--- src/rtl/sipo_frame_ctrl.sv ---
// Frame-oriented serial-in/parallel-out capture controller: shifts qualified serial
// bits into words, hands each word to a consumer through a valid/ready holding register.
module sipo_frame_ctrl #(
  parameter int unsigned WIDTH       = 4,
  parameter int unsigned FRAME_WORDS = 4
) (
  input  logic                                 clk,
  input  logic                                 reset,
  input  logic                                 start,
  input  logic                                 abort,
  input  logic                                 s_in,
  input  logic                                 s_valid,
  output logic [WIDTH-1:0]                     p_out,
  output logic                                 p_valid,
  input  logic                                 p_ready,
  output logic                                 p_last,
  output logic                                 busy,
  output logic                                 overrun,
  output logic [$clog2(FRAME_WORDS+1)-1:0]     word_cnt
);

  localparam int unsigned BW = $clog2(WIDTH);
  localparam int unsigned CW = $clog2(FRAME_WORDS + 1);
  localparam logic [BW-1:0] LAST_BIT = BW'(WIDTH - 1);
  localparam logic [CW-1:0] LAST_CNT = CW'(FRAME_WORDS);

  typedef enum logic {
    IDLE  = 1'b0,
    SHIFT = 1'b1
  } state_t;

  state_t            state;
  state_t            state_nxt;
  logic [BW-1:0]     bit_cnt;
  logic [WIDTH-1:0]  shift_reg;

  logic              start_frame;
  logic              abort_frame;
  logic              shift_en;
  logic              word_done;
  logic              accept;
  logic              drop;
  logic              frame_done;
  logic [CW-1:0]     word_cnt_inc;
  logic [WIDTH-1:0]  shifted;

  // Abort takes priority over a bit arriving in the same cycle.
  assign start_frame  = (state == IDLE) && start;
  assign abort_frame  = (state == SHIFT) && abort;
  assign shift_en     = (state == SHIFT) && s_valid && !abort;
  assign word_done    = shift_en && (bit_cnt == LAST_BIT);
  assign accept       = p_valid && p_ready;
  assign drop         = word_done && p_valid && !p_ready;
  assign word_cnt_inc = CW'(word_cnt + 1'b1);
  assign frame_done   = word_done && (word_cnt_inc == LAST_CNT);
  assign shifted      = {s_in, shift_reg[WIDTH-1:1]};
  assign busy         = (state == SHIFT);

  // State register
  always_ff @(posedge clk or negedge reset) begin
    if (!reset) begin
      state <= IDLE;
    end else begin
      state <= state_nxt;
    end
  end

  // Next-state logic
  always_comb begin
    state_nxt = state;
    case (state)
      IDLE: begin
        if (start) begin
          state_nxt = SHIFT;
        end
      end
      SHIFT: begin
        if (abort || frame_done) begin
          state_nxt = IDLE;
        end
      end
      default: state_nxt = IDLE;
    endcase
  end

  // Shift register, bit/word counters and sticky overrun
  always_ff @(posedge clk or negedge reset) begin
    if (!reset) begin
      bit_cnt   <= '0;
      shift_reg <= '0;
      word_cnt  <= '0;
      overrun   <= 1'b0;
    end else if (start_frame) begin
      bit_cnt   <= '0;
      shift_reg <= '0;
      word_cnt  <= '0;
      overrun   <= 1'b0;
    end else if (abort_frame) begin
      bit_cnt   <= '0;
      shift_reg <= '0;
    end else if (shift_en) begin
      shift_reg <= shifted;
      if (word_done) begin
        bit_cnt  <= '0;
        word_cnt <= word_cnt_inc;
      end else begin
        bit_cnt <= BW'(bit_cnt + 1'b1);
      end
      if (drop) begin
        overrun <= 1'b1;
      end
    end
  end

  // Output holding register; a completed word that cannot be stored is dropped.
  always_ff @(posedge clk or negedge reset) begin
    if (!reset) begin
      p_out   <= '0;
      p_valid <= 1'b0;
      p_last  <= 1'b0;
    end else if (word_done && !drop) begin
      p_out   <= shifted;
      p_valid <= 1'b1;
      p_last  <= (word_cnt_inc == LAST_CNT);
    end else if (accept) begin
      p_valid <= 1'b0;
    end
  end

endmodule

--- config.mk ---
export PLATFORM = sky130hd
export DESIGN_NAME = sipo_frame_ctrl
export DESIGN_NICKNAME = d
export VERILOG_FILES = /design/src/rtl/sipo_frame_ctrl.sv
export SDC_FILE = /design/constraint.sdc
export NUM_CORES = 1
export LEC_CHECK = 0
export CORE_MARGIN = 1
export CORE_UTILIZATION = 35
export DETAILED_ROUTE_END_ITERATION = 8
export GPL_ROUTABILITY_DRIVEN = 0
export HOLD_SLACK_MARGIN = 0.08
export SYNTH_ARGS = -nofsm -noshare
export SYNTH_HDL_FRONTEND = slang
export SYNTH_SLANG_ARGS = --single-unit
--- constraint.sdc ---
create_clock -name clk -period 2.5 [get_ports clk]
set_input_delay 0.375 -clock clk [delete_from_list [all_inputs] [get_ports clk]]
set_output_delay 0.375 -clock clk [all_outputs]
set_load 0.05 [all_outputs]
==> flow_metrics.tcl <==
set metrics [dict create \
    drc 0 \
    post_cts_buffers 0 \
    port_buffers 17 \
    clockBufferDepth 2 \
    reg2reg_slack_ps 960 \
    fin_nets 92 \
    holdCritPathClass "flip-flop to flip-flop" \
    fin_skew_ps 1.79 \
    cap_violations 0 \
    hold_buffers 0 \
    layout_common_cells "clkdlybuf4s50_1, dfrtp_1, o21ai_0" \
    synth_fa_ha_area_share_pct 5.13 \
    grt_first_pass_wirelength_um 2010 \
    htreeDepth 1 \
    hold_viol 0 \
    synth-xor-area-share_pct 0 \
    drive_above_1_share_pct 13.6 \
    cp.arrival_ps 1590 \
    synth-simple-area-share_pct 11.5 \
    diodes 0 \
    synth_compound_gate_area_share_pct 11.5 \
    fill_cells 191 \
    crit_path_max_fanout 6 \
    finalPower_uw 505 \
    critPathCaptureType "output pin" \
    first_pass_iters 4 \
    maxSlewViolCount 0 \
    min_period_ps 1960 \
    finalInstanceArea_um2 961 \
    status "complete, no violations" \
    synth_area_um2 732 \
    drt-initial-drc-count 4 \
    core_um2 1960 \
    cp.depth 1 \
    clkSinkCount 16 \
    p_leak_nw 0.437 \
    grt_usage_pct 13.5 \
    grt_remaining_overflow 0 \
    synth_mux_area_share_pct 13.2 \
    first_global_vias 449 \
    vdd_drop_max_v 0.000219 \
    dp.final_hpwl_um 995 \
    yosysSeqAreaShare_pct 54.7 \
    ant_nets 0 \
    synth_top_family_by_area "multiplexers" \
    dpl-instance-area_um2 925 \
    rsz0062_at_grt "no" \
    final.setup.tns_ps 0 \
    wire_per_inst_um 12.3 \
    timing_worst_setup_path_type "flip-flop to output pin" \
    hold_start "overrun$_DFFE_PN0P_" \
    synthFlopType "dfrtp_1" \
    ys_seq_elements 16 \
    drt_wl_total_um 1330 \
    worstMarginPinSlew_ps 719 \
    stdcell_count 108 \
    cp-start-kind "flip-flop" \
    cts_root_buf "clkbuf_4" \
    clk-insertion-delay-late_ps 280 \
    rr_worst_depth 4 \
    ios 18 \
    syn_to_final_growth_pct 31.3 \
    crit_start "busy$_DFF_PN0_" \
    layout_commonest_cell "clkdlybuf4s50_1" \
    synth_nets 71 \
    place_inst 104 \
    fin_crit_sh_pct 78.4 \
    antenna_found_initial 0 \
    async_reset_ff_share_pct 100 \
    ys_types 17 \
    num_rows 16 \
    grt_max_degree 17 \
    power_density_nw_per_um2 525 \
    die_w_um 47.7 \
    synth_edf_count 0 \
    cpPeakStageDelay_ps 840 \
    fmax_ghz 0.510 \
    avgSynthCellArea_um2 12.0 \
    utilization_pct 49.0 \
    vias_per_cell 4.83 \
    cp_data_required_time_ps 2120 \
    setup_viol 0 \
    cp_top_family "buffers and inverters" \
    yosys_warnings 0 \
    path_cells "clkdlybuf4s50_1" \
    critPathBufInv 1 \
    slowest_stage "clkdlybuf4s50_1" \
    route.vias.total 522 \
    whs_path_depth 1 \
    largest_reg_flops 4 \
    syn_inst 61 \
    max_slew_margin_pct 51.9 \
    r2r-start "bit_cnt[0]$_DFFE_PN0P_" \
    cts_resized 0 \
    die_area_um2 2280 \
    clkTransAtPathRegs_ps 90 \
    cts_buffers 3 \
    die_y_um 47.7 \
    start_util_pct 37.3 \
    cts_tree "done" \
]
worst paths after layout:
| check | endpoint |
|---|---|
| worst max-delay path | busy |
| worst min-delay path | overrun$_DFFE_PN0P_ |
| worst max register to register | p_last$_DFFE_PN0P_ |
| worst min register to register | overrun$_DFFE_PN0P_ |
| max in group asynchronous | busy$_DFF_PN0_ |
| min in group asynchronous | bit_cnt[1]$_DFFE_PN0P_ |
layout make-up:
cell class | instances | area [um2] | area share (%)
Timing Repair Buffer | 17 | 170 | 17.7
Clock buffer | 4 | 36.3 | 3.78
Sequential cell | 16 | 400 | 41.7
Multi-Input combinational cell | 39 | 302 | 31.4
Inverter | 5 | 18.8 | 1.95
Tap cell | 27 | 33.8 | 3.52
routing by layer:
metal	vias to the layer above	track usage, %	part of all wire (%)
li1	254	-	-
met4	0	8.33	2.9
met5	-	0	0
met1	254	17.2	46
met3	4	3.77	4.3
met2	10	20.3	47
power by group:
part / switching, mW / leakage (nW) / internal, mW
Clock: 0.0815 / 0.0210 / 0.0886
Sequential: 0.00882 / 0.220 / 0.266
Combinational: 0.0349 / 0.196 / 0.0246
kinds of logic (layout without fill, tap and decap cells):
logic type               count (synthesis)  after routing
flip-flops                              16             16
AO/OA/AOI/OAI                           13             13
adder cells (fa/ha/maj)                  3              3
AND/OR/NAND/NOR                         14             14
buffers and inverters                    6             26
multiplexers                             9              9
stage by stage:
stage          hold WS (ps)  worst slack (ps)
2_1_floorplan          79.4               905
5_1_grt                 519               449
6_report                497               539
3_3_place_gp            484               473
4_1_cts                 505               530
3_5_place_dp            483               435
Yosys cell counts, drive strengths merged (2+ instances only):
library cell / n / area (um2)
mux2: 5 / 56.3
nand2: 4 / 15.0
mux2i: 4 / 40.0
ha: 3 / 37.5
dfrtp: 16 / 400
inv: 5 / 18.8
nor2: 2 / 7.51
nor3: 2 / 10.0
nand2b: 2 / 12.5
nand3: 3 / 15.0
o21ai: 9 / 45.0
worst reg2reg max path, stage by stage (launching register included):
cell and delay [ps]:
dfrtp_1 390, ha_1 240, nand4b_4 200, a21oi_4 240
mux2_2 360
No activity file was read; power rests on OpenSTA's default activity.
